==> config.mk <==
export PLATFORM = sky130hd
export DESIGN_NAME = hazard_stall_unit
export DESIGN_NICKNAME = d
export VERILOG_FILES = /design/src/rtl/hazard_pkg.sv /design/src/rtl/hazard_dep_cmp.sv /design/src/rtl/hazard_stall_unit.sv
export SDC_FILE = /design/constraint.sdc
export NUM_CORES = 1
export LEC_CHECK = 0
export CORE_MARGIN = 1
export CORE_UTILIZATION = 45
export DETAILED_ROUTE_END_ITERATION = 10
export PLACE_DENSITY = 0.87
export SYNTH_ARGS = -nofsm -noshare
export SYNTH_HDL_FRONTEND = slang
export SYNTH_SLANG_ARGS = --single-unit
==> constraint.sdc <==
create_clock -name clk -period 3.2 [get_ports clk]
set_input_delay 0.48 -clock clk [delete_from_list [all_inputs] [get_ports clk]]
set_output_delay 0.48 -clock clk [all_outputs]
set_load 0.1 [all_outputs]
==> src/rtl/hazard_pkg.sv <==
// Shared opcode constants and FSM state type for the hazard stall unit.
package hazard_pkg;

  localparam logic [5:0] OP_RTYPE = 6'b000000;
  localparam logic [5:0] OP_BEQ   = 6'b000100;
  localparam logic [5:0] OP_BNE   = 6'b000101;
  localparam logic [5:0] OP_SW    = 6'b101011;
  localparam logic [5:0] OP_LW    = 6'b100011;

  typedef enum logic [1:0] {
    RUN    = 2'd0,
    STALL  = 2'd1,
    FREEZE = 2'd2
  } hz_state_t;

endpackage

==> src/rtl/hazard_dep_cmp.sv <==
// Register dependency comparator: does a producer destination feed the IF/ID
// instruction's sources? Register 0 is hard-wired and never creates a dependency.
module hazard_dep_cmp #(
  parameter int REG_W = 5
) (
  input  logic [REG_W-1:0] rd,
  input  logic [REG_W-1:0] rs,
  input  logic [REG_W-1:0] rt,
  input  logic             uses_rt,
  output logic             dep
);

  // Match on rs always, on rt only when the instruction actually reads it.
  always_comb begin
    dep = (rd != '0) && ((rd == rs) || (uses_rt && (rd == rt)));
  end

endmodule

==> src/rtl/hazard_stall_unit.sv <==
// Stall/flush controller for the 5-stage MIPS pipeline: load-use and branch
// operand stalls, data-memory freeze, IF/ID flush and a stall-cycle counter.
module hazard_stall_unit
  import hazard_pkg::*;
#(
  parameter int REG_W  = 5,
  parameter int OP_W   = 6,
  parameter int CNT_W  = 2,
  parameter int PERF_W = 32
) (
  input  logic              clk,
  input  logic              rst_n,
  input  logic [OP_W-1:0]   id_op,
  input  logic [REG_W-1:0]  id_rs,
  input  logic [REG_W-1:0]  id_rt,
  input  logic              id_ex_mem_read,
  input  logic              id_ex_reg_write,
  input  logic [REG_W-1:0]  id_ex_rd,
  input  logic              ex_mem_mem_read,
  input  logic [REG_W-1:0]  ex_mem_rd,
  input  logic              branch_taken,
  input  logic              jump,
  input  logic              mem_busy,
  output logic              pc_en,
  output logic              if_id_en,
  output logic              pipe_en,
  output logic              id_ex_bubble,
  output logic              if_id_flush,
  output logic [PERF_W-1:0] stall_cycles
);

  hz_state_t         state_q, state_d, eff_state;
  logic [CNT_W-1:0]  cnt_q, cnt_d;
  logic [PERF_W-1:0] stall_cycles_q, stall_cycles_d;

  logic              uses_rt, is_br;
  logic              dep_ex, dep_mem;
  logic              lu_haz, br1, br2;
  logic [CNT_W-1:0]  need;
  logic              stall, freeze;

  hazard_dep_cmp #(.REG_W(REG_W)) u_dep_ex (
    .rd      (id_ex_rd),
    .rs      (id_rs),
    .rt      (id_rt),
    .uses_rt (uses_rt),
    .dep     (dep_ex)
  );

  hazard_dep_cmp #(.REG_W(REG_W)) u_dep_mem (
    .rd      (ex_mem_rd),
    .rs      (id_rs),
    .rt      (id_rt),
    .uses_rt (uses_rt),
    .dep     (dep_mem)
  );

  // Hazard classification: how many stall cycles the IF/ID instruction needs.
  always_comb begin
    uses_rt = (id_op == OP_W'(OP_RTYPE)) || (id_op == OP_W'(OP_BEQ)) ||
              (id_op == OP_W'(OP_BNE))   || (id_op == OP_W'(OP_SW));
    is_br   = (id_op == OP_W'(OP_BEQ)) || (id_op == OP_W'(OP_BNE));
    lu_haz  = id_ex_mem_read && dep_ex;
    br1     = is_br && ((id_ex_reg_write && !id_ex_mem_read && dep_ex) ||
                        (ex_mem_mem_read && dep_mem));
    br2     = is_br && id_ex_mem_read && dep_ex;
    if (br2)                 need = CNT_W'(2);
    else if (lu_haz || br1)  need = CNT_W'(1);
    else                     need = '0;
  end

  // State, sequence counter and saturating perf counter.
  always_ff @(posedge clk) begin
    if (!rst_n) begin
      state_q        <= RUN;
      cnt_q          <= '0;
      stall_cycles_q <= '0;
    end else begin
      state_q        <= state_d;
      cnt_q          <= cnt_d;
      stall_cycles_q <= stall_cycles_d;
    end
  end

  // Next-state logic; leaving FREEZE behaves as the state being resumed.
  always_comb begin
    state_d   = state_q;
    cnt_d     = cnt_q;
    stall     = 1'b0;
    freeze    = 1'b0;
    eff_state = state_q;
    if (state_q == FREEZE) eff_state = (cnt_q != '0) ? STALL : RUN;
    if (mem_busy) begin
      freeze  = 1'b1;
      state_d = FREEZE;
    end else begin
      case (eff_state)
        STALL: begin
          stall   = 1'b1;
          cnt_d   = (cnt_q != '0) ? cnt_q - CNT_W'(1) : '0;
          state_d = (cnt_q <= CNT_W'(1)) ? RUN : STALL;
        end
        default: begin
          state_d = RUN;
          if (need != '0) begin
            stall   = 1'b1;
            cnt_d   = need - CNT_W'(1);
            state_d = (need > CNT_W'(1)) ? STALL : RUN;
          end
        end
      endcase
    end
    if ((stall || freeze) && (stall_cycles_q != '1))
      stall_cycles_d = stall_cycles_q + PERF_W'(1);
    else
      stall_cycles_d = stall_cycles_q;
  end

  // Output decode; reset forces a frozen, bubbled, flushed pipeline.
  always_comb begin
    pc_en        = 1'b1;
    if_id_en     = 1'b1;
    pipe_en      = 1'b1;
    id_ex_bubble = 1'b0;
    if_id_flush  = 1'b0;
    if (!rst_n) begin
      pc_en        = 1'b0;
      if_id_en     = 1'b0;
      pipe_en      = 1'b0;
      id_ex_bubble = 1'b1;
      if_id_flush  = 1'b1;
    end else if (freeze) begin
      pc_en    = 1'b0;
      if_id_en = 1'b0;
      pipe_en  = 1'b0;
    end else if (stall) begin
      pc_en        = 1'b0;
      if_id_en     = 1'b0;
      id_ex_bubble = 1'b1;
    end else begin
      if_id_flush = branch_taken || jump;
    end
    stall_cycles = stall_cycles_q;
  end

endmodule
## Yosys cells after proc, flatten, opt, wreduce, memory -nomap -nowiden

Index checks and enable logic that the tools add are counted.

| cells by class | value |
|---|---|
| bitwise operators | 2 |
| order comparisons | 2 |
| add/subtract/negate cells | 3 |
| reductions and logical operators | 31 |
| muxes and demuxes | 27 |
| equality and inequality tests | 10 |

Operators by type and width:

| kind | number |
|---|---|
| $add 32x1->32 const B | 1 |
| $ne 32x32->1 const B | 1 |
| $mux 1 | 21 |
| $eq 5x5->1 | 4 |
| $eq 6x3->1 const B | 2 |
| $logic_and 1x1->1 | 12 |
| $mux 2 | 6 |
| $logic_or 1x1->1 | 10 |
| $reduce_bool 5->1 | 2 |
| $eq 6x6->1 const B | 1 |
| $logic_not 6->1 | 1 |
| $reduce_bool 2->1 | 3 |
| $sub 2x1->2 const B | 2 |
| $eq 2x1->1 const B | 1 |
| $eq 2x2->1 const B | 1 |
| $gt 2x1->1 const B | 1 |
| $le 2x1->1 const B | 1 |
| $not 1->1 | 2 |
| $reduce_and 2->1 | 1 |
| $reduce_or 2->1 | 1 |
| $logic_not 1->1 | 1 |

| word-level totals | value |
|---|---|
| bits of input ports | 34 |
| word-level logic and storage cells | 79 |
| flip-flop bits (word level) | 36 |
| output and inout port bits | 37 |

## Longest topological paths before layout

Gate-level depths: netlist (run 1).

| depth | value |
|---|---|
| depth after elaboration | 20 |
| gate-level depth with buffers | 10 |
| mapped depth without buffers | 8 |

## Cells and area by module

From an unflattened synthesis (run 1), not the netlist that was laid out.

| unflattened totals | value |
|---|---|
| cell total of the unflattened synthesis | 253 |
| area total of the unflattened synthesis | 2178.3 um2 |

By module, submodules not included:

| module | seq. area each (um2) | cells each | instances | area each (um2) |
|---|---|---|---|---|
| hazard_stall_unit | 720.7 | 219 | 1 | 1915.6 |
| hazard_dep_cmp | 0.0 | 17 | 2 | 131.4 |

## Worst setup path before layout (run 1)

No wires, ideal clock.

| timing path | value |
|---|---|
| path kind | input to output |
| from | input ex_mem_rd[0] |
| to | output if_id_flush |
| data required time | 2720 ps |
| arrival | 3989 ps |
| path buffers | 0 |
| stages on the path | 6 |
| path slack | -1269 ps |
| path through | or4_1 -> o21ai_0 -> nor4_1 -> o31ai_1 -> nand2_1 -> o31ai_1 |

| between the ends | value |
|---|---|
| cells in the longest elaborated chain, start to end | 17 |
| elaborated cells on any way between the ends | 19 |
| those cells by class | 2 x eq/ne; 8 x mux; 9 x reduce/logical |

Ends and longest elaborated chain:

| item | RTL line | text |
|---|---|---|
| start, declared | hazard_stall_unit.sv:20 | `input logic [REG_W-1:0] ex_mem_rd,` |
| $eq 5x5->1 | hazard_dep_cmp.sv:15 | `dep = (rd != '0) && ((rd == rs) \|\| (uses_rt && (rd == rt)));` |
| $logic_and 1x1->1 | hazard_dep_cmp.sv:15 |  |
| $logic_or 1x1->1 | hazard_dep_cmp.sv:15 |  |
| $logic_and 1x1->1 * | hazard_dep_cmp.sv:15 |  |
| $logic_and 1x1->1 * | hazard_stall_unit.sv:65 | `(ex_mem_mem_read && dep_mem));` |
| $logic_or 1x1->1 * | hazard_stall_unit.sv:64 | `br1 = is_br && ((id_ex_reg_write && !id_ex_mem_read && dep_ex) \|\|` |
| $logic_and 1x1->1 * | hazard_stall_unit.sv:64 |  |
| $logic_or 1x1->1 * | hazard_stall_unit.sv:68 | `else if (lu_haz \|\| br1) need = CNT_W'(1);` |
| $mux 1 * | hazard_stall_unit.sv:68 |  |
| $mux 2 * | hazard_stall_unit.sv:67 | `if (br2) need = CNT_W'(2);` |
| $reduce_bool 2->1 * | hazard_stall_unit.sv:105 | `if (need != '0) begin` |
| $mux 1 * | hazard_stall_unit.sv:105 |  |
| $mux 1 * | hazard_stall_unit.sv:97 | `case (eff_state)` |
| $mux 1 * | hazard_stall_unit.sv:93 | `if (mem_busy) begin` |
| $mux 1 * | hazard_stall_unit.sv:136 | `end else if (stall) begin` |
| $mux 1 * | hazard_stall_unit.sv:132 | `end else if (freeze) begin` |
| $mux 1 * | hazard_stall_unit.sv:126 | `if (!rst_n) begin` |
| end, declared | hazard_stall_unit.sv:28 | `output logic if_id_flush,` |

Mark *: on every way between the ends. The rest lies on a longest branch, timed or not.

## Final worst setup path (run 1)

| timing path | value |
|---|---|
| from | input id_op[1] |
| to | output id_ex_bubble |

| between the ends | value |
|---|---|
| cells in the longest elaborated chain, start to end | 20 |
| elaborated cells on any way between the ends | 31 |
| those cells by class | 3 x eq/ne; 8 x mux; 20 x reduce/logical |

Ends and longest elaborated chain:

| item | RTL line | text |
|---|---|---|
| start, declared | hazard_stall_unit.sv:13 | `input logic [OP_W-1:0] id_op,` |
| $eq 6x3->1 or $logic_not 6->1 (tied branches) | hazard_stall_unit.sv:60, hazard_stall_unit.sv:62 |  |
| $logic_or 1x1->1 (2 in a row) | hazard_stall_unit.sv:60 | `uses_rt = (id_op == OP_W'(OP_RTYPE)) \|\| (id_op == OP_W'(OP_BEQ)) \|\|` |
| $logic_or 1x1->1 | hazard_stall_unit.sv:61 | `(id_op == OP_W'(OP_BNE)) \|\| (id_op == OP_W'(OP_SW));` |
| $logic_and 1x1->1 | hazard_dep_cmp.sv:15 |  |
| $logic_or 1x1->1 | hazard_dep_cmp.sv:15 |  |
| $logic_and 1x1->1 | hazard_dep_cmp.sv:15 |  |
| $logic_and 1x1->1 (on tied branches) | hazard_stall_unit.sv:64, hazard_stall_unit.sv:65 |  |
| $logic_or 1x1->1 | hazard_stall_unit.sv:64 |  |
| (+3 left out) | - |  |
| $mux 2 * | hazard_stall_unit.sv:67 |  |
| $reduce_bool 2->1 * | hazard_stall_unit.sv:105 |  |
| $mux 1 * | hazard_stall_unit.sv:105 |  |
| $mux 1 * | hazard_stall_unit.sv:97 |  |
| $mux 1 * | hazard_stall_unit.sv:93 |  |
| $mux 1 * | hazard_stall_unit.sv:136 |  |
| $mux 1 * | hazard_stall_unit.sv:132 |  |
| $mux 1 * | hazard_stall_unit.sv:126 |  |
| end, declared | hazard_stall_unit.sv:27 | `output logic id_ex_bubble,` |

Marks and branches as above.

==> flow_summary.toml, run 1 <==
[yosys]
synth_cells = 272
syn_nets = 307
synth_area_leaders = "dfxtp_1 34%, xor2_1 7.4%, a21oi_1 7.1%"
yosysWarnings = 0
synth_cell_types = 35
synthDominantCellAreaShare_pct = 33.98
synthArstFlopShare_pct = 0
synth-seq-cells = 36
ys_dominant_reg_cell = "dfxtp_1"
yosysMostFrequentCell = "dfxtp_1"
yosysTopAreaCell = "dfxtp_1"
synth-edff-count = 0
postSynthAreaPerCell_um2 = 7.797
netlist_area_mm2 = 0.002121
synth_common_cells = "36 x dfxtp_1, 30 x a21oi_1, 25 x nand2_1, 22 x o21ai_0, 20 x or3_1"
synth_seq_area_share_pct = 33.98

[worst_setup_path]
critPathBufInv = 3
startpoint_type = "primary input"
critical_path_depth = 11
arrival_ns = 2.57
r2r_cells = 9
critical-path-max-stage-delay_ns = 0.42
critPathTopFamily = "simple AND/OR/NAND/NOR gates"
crit_required_ns = 2.72
crit_path_end_kind = "output pin"
crit_slowest_cell = "clkdlybuf4s50_1"
crit_chain = "clkdlybuf4s50_1, or3_1, mux2i_1, nand4_1, buf_4, o21ai_2, nor2_1, nand2_2, nand2b_1, nand2_1, buf_12"
crit_fanout = 3
path_class = "in -> out"

[min_path]
hold_depth = 2
hp-class = "reg -> reg"

[power]
p_switching_uw = 289.5
power_per_cell_area_mw_per_mm2 = 324.8
clkPwrFrac_pct = 32.6
p_leak_uw = 0.001139
peakVddDrop_uv = 209.6
p_comb_share_pct = 20.7
power.share.sequential_pct = 46.8
netSwitchingFraction_pct = 29.66
p_int_uw = 686.6

[timing]
fin_worst_skew_ns = 0.006598
fin_crit_sh_pct = 95.40
setup_viol = 0
finalHoldViolCount = 0
worst_slew_margin_rel_pct = 66.54
worstMarginPinSlew_ns = 0.5014
slew_violations = 0
grt_setup_unrepaired = "false"
period_minus_slack_ns = 3.053
max_freq_mhz = 327.6
timing.hold.ws_ns = 0.4947

[cells_and_area]
fin_util_pct = 67.62
n_fill_cell = 359
insertedDiodeCount = 0
multi_input_area_mm2 = 0.001336
syn_to_final_growth_pct = 41.71
instances_no_fill = 401
nNetsFinal = 383
regArea_um2 = 720.7
drive_gt1_share_pct = 18.91

[grt]
grt_pass1_vias = 2136
antenna_found_initial = 0
overflow = 0
grt_max_degree = 43
track_usage_pct = 23.23
grt_pass1_wl_um = 9397

[floorplan]
die_area_mm2 = 0.004991
die_width_um = 70.65
ios = 71
die_y_um = 70.65
initial_core_util_pct = 47.72
core_area_mm2 = 0.004444
rows = 24

[clocking]
cts_tree = "built"
cts_buffers = 5
clock_latency_ns = 0.29
clkSinkCount = 36
ctsHtreeMaxLevel = 2
clk_path_buf_depth = 2
clockRootBuffer = "clkbuf_8"
clk_pin_slew_ns = 0.07

[placement]
hpwl_um = 4241
gp_congestion = 0.7868
io_buffer_count = 70
place_inst = 392

[drt]
wl_per_cell_um = 14.77
drc = 10
via_per_inst = 5.868
drtIter0Drc = 103
vias = 2353
wl_um = 5924
drtAntennaViolNets = 0
dr.pass1.iters = 7

[job]
cap_violations = 0

[run_status]
violations = "DRC"
status = "complete, but fails checks"
## worst paths after layout
path,startpoint,to,slack [ns]
worst max-delay path,id_op[1],id_ex_bubble,0.15
worst min-delay path,stall_cycles[26],stall_cycles[26],0.49
worst min register to register,stall_cycles[26],stall_cycles[26],0.49
worst max register to register,stall_cycles[11],stall_cycles[0],0.48
## layout make-up
type,instances,share of cell area [%]
Clock buffer,5,2.290
Inverter,7,0.8743
Tap cell,52,2.165
Multi-Input combinational cell,215,44.46
Clock inverter,3,0.6245
Timing Repair Buffer,83,25.60
Sequential cell,36,23.98
## routing by layer
metal	track usage [%]	up-vias	part of all wire [%]
met5	0	-	0
met4	9.333	0	2.2
met3	5.128	13	5.1
met2	40.24	69	50
met1	28.09	1119	43
li1	-	1152	-
## tightest hold or removal path: stages (launching register included)
cell and delay, ns:
dfxtp_1 0.33, o31ai_1 0.07, a21oi_1 0.05
## state kept, by name, indices dropped and copies added, names as in the netlist
signal,count
cnt_q,2
stall_cycles,32
state_q,2
## what timing repair did
action                                  in CTS  in global routing
hold endpoints to repair                     0                  0
pin swaps                                    1                  6
hold buffers                                 0                  0
gates cloned                                 0                  0
gates resized for setup                      1                  9
setup buffers                                1                  0
endpoints found under the setup margin       2                  4
## cell families after synthesis
family	count (synthesis)	synth area share, %
and+or+nand+nor	119	30.92
AOI/OAI and AO/OA	70	19.12
DFF	36	33.98
xor gates and xnor gates	21	8.673
buffers and inverters	21	4.838
muxes	4	1.888
adders and majority gates	1	0.5899
## per-stage QoR
| step | cell area (µm²) | TNS [ns] | setup slack (ns) | power (µW) |
|---|---|---|---|---|
| 2_1_floorplan | 2142 | 0 | 0.01852 | 576.7 |
| 3_3_place_gp | 2879 | -0.03903 | -0.03903 | 658.5 |
| 3_5_place_dp | 2879 | -0.1260 | -0.09459 | 661.8 |
| 4_1_cts | 2974 | 0 | 0.02625 | 977.5 |
| 5_1_grt | 3005 | 0 | 0.01574 | 1016 |
| 6_report | 3005 | 0 | 0.1471 | 976.1 |
## placed cells by master, fill, tap and decap left out, types with 12 or more instances in the layout
master,Yosys,layout
clkdlybuf4s50_1,0,29
o21ai_0,22,21
a21oi_1,30,30
or4_1,13,12
dfxtp_1,36,36
buf_4,4,45
nand3_1,14,14
xor2_1,18,18
nand2_1,25,24
or3_1,20,20
## power by group through the flow
stage	combinational [µW]	clock (µW)	sequential, µW
floorplan	88.9	0	488
detailed placement	195	0	467
global placement	192	0	467
CTS	196	325	457
finish	202	318	457
global route	213	345	457
Note: power is estimated with default switching activity, not from simulation.
==> run 2, diff against run 1 <==
- CAP_MARGIN: not set -> 30
- PLACE_DENSITY: 0.87 -> 0.82
==> run 2 against run 1 <==
  * The run still ends with DRC left
  * Critical path type unchanged
  * Clock skew about the same
  * Critical endpoint is now if_id_en
  * Sequential cell count unchanged
  * Final cell count fell by 0.25%
  * Worst setup slack got worse by 0.066 ns
==> flow_summary.toml, run 2 (synthesized netlist as in run 1, its figures left out) <==
[power]
peakVddDrop_uv = 323.6
power_per_cell_area_mw_per_mm2 = 328.1
p_leak_uw = 0.001122
p_int_uw = 708.0
power.share.sequential_pct = 46.2
clkPwrFrac_pct = 33.9
netSwitchingFraction_pct = 28.43
p_switching_uw = 281.3
p_comb_share_pct = 20.0

[run_status]
status = "complete, but fails checks"
violations = "DRC"

[placement]
io_buffer_count = 70
hpwl_um = 3995
gp_congestion = 0.8436

[floorplan]
die_width_um = 70.65
core_area_mm2 = 0.004444
die_area_mm2 = 0.004991
ios = 71
rows = 24
initial_core_util_pct = 47.72
die_y_um = 70.65

[clocking]
clockRootBuffer = "clkbuf_8"
ctsHtreeMaxLevel = 2
clock_latency_ns = 0.29
cts_tree = "built"
clkSinkCount = 36
cts_buffers = 5
hold_buffers = 0
clk_pin_slew_ns = 0.07
clk_path_buf_depth = 2

[cells_and_area]
drive_gt1_share_pct = 19.25
largest_reg_flops = 32
nNetsFinal = 382
syn_to_final_growth_pct = 42.18
layout_commonest_cell = "buf_4"
insertedDiodeCount = 0
fin_util_pct = 67.85
final_cell_mix = "44 x buf_4, 36 x dfxtp_1, 30 x a21oi_1, 30 x clkdlybuf4s50_1, 24 x nand2_1"

[worst_setup_path]
rrSetupSlack_ns = 0.38
arrival_ns = 2.64
rr_endpoint = "stall_cycles[1]"
path_class = "in -> out"
startpoint_type = "primary input"
crit_fanout = 3
rr_startpoint = "stall_cycles[11]"
crit_path_end_kind = "output pin"
r2r_cells = 8
crit_required_ns = 2.72

[timing]
max_freq_mhz = 320.6
fin_crit_sh_pct = 97.46
finalSetupTns_ns = 0
worst_slew_margin_rel_pct = 64.76
finalHoldViolCount = 0
worstMarginPinSlew_ns = 0.5286
fin_worst_skew_ns = 0.007055
period_minus_slack_ns = 3.119
setup_viol = 0
grt_setup_unrepaired = "false"
slew_violations = 0

[grt]
track_usage_pct = 22.76
antenna_found_initial = 0
grt_pass1_vias = 2015
grt_pass1_wl_um = 9225
overflow = 0
grt_max_degree = 62

[drt]
drc = 14
wl_um = 5788
vias = 2295
drtIter0Drc = 105
wl_per_cell_um = 14.47
drtAntennaViolNets = 0
dr.pass1.iters = 7
via_per_inst = 5.738

[min_path]
hold_depth = 1
hp-class = "reg -> reg"
holdPathEnd = "cnt_q[1]"
min_from = "cnt_q[1]"

[job]
cap_violations = 0
## run 2: how the worst max path moves through the flow
stage	start	endpoint	slack [ns]	depth (start not counted)
2_1_floorplan	ex_mem_rd[0]	pc_en	0.02	7
3_3_place_gp	ex_mem_rd[3]	if_id_flush	-0.08	8
3_5_place_dp	ex_mem_rd[3]	if_id_flush	-0.16	8
4_1_cts	ex_mem_rd[3]	if_id_en	0.001	9
5_1_grt	ex_mem_rd[0]	pc_en	0.01	9
6_report	ex_mem_rd[0]	if_id_en	0.08	9
## run 2: power groups by stage
stage	sequential (µW)	combinational, µW	clock (µW)
2_1_floorplan	488	88.9	0
3_5_place_dp	467	190	0
3_3_place_gp	467	188	0
5_1_grt	457	209	358
6_report	457	198	335
4_1_cts	457	192	342
## run 2: through the flow
stage / hold slack (ns) / setup WS (ns) / total power [µW] / area (µm²) / instances
finish: 0.4871 / 0.08125 / 989.3 / 3015 / 400
global route: 0.5040 / 0.009931 / 1023 / 3015 / 400
CTS: 0.4895 / 0.001188 / 990.2 / 2973 / 399
detailed placement: 0.4798 / -0.1604 / 656.6 / 2856 / 389
global placement: 0.4706 / -0.08327 / 655.0 / 2856 / 389
floorplan: 0.4561 / 0.01852 / 576.7 / 2142 / 272
## run 2: critical path, cell delays in order
cell,delay (ns)
clkdlybuf4s50_1,0.46
or4_4,0.46
o21ai_4,0.16
nor4_1,0.07
o31ai_1,0.35
nand2_2,0.14
buf_4,0.17
nor2_4,0.15
buf_12,0.19
## run 2: layer usage
| layer | track usage [%] | up-vias | share of wire, % |
|---|---|---|---|
| met5 | 0 | - | 0 |
| met4 | 6.667 | 0 | 1.2 |
| met3 | 4.558 | 7 | 6.4 |
| met2 | 38.19 | 72 | 47 |
| met1 | 29.80 | 1064 | 46 |
| li1 | - | 1152 | - |
## run 2: timing repair
item	CTS	global route
buffers inserted	2	0
cloned	0	1
resized for setup	3	8
pin swaps	2	4
endpoints found under the setup margin	4	12
## run 2: area by class of cell
cell class                      instances  area [µm²]
Fill cell                             373        1429
Clock buffer                            7       86.33
Sequential cell                        36       720.7
Inverter                                7       26.28
Tap cell                               52       65.06
Clock inverter                          1       7.507
Multi-Input combinational cell        216        1361
Timing Repair Buffer                   81       748.2
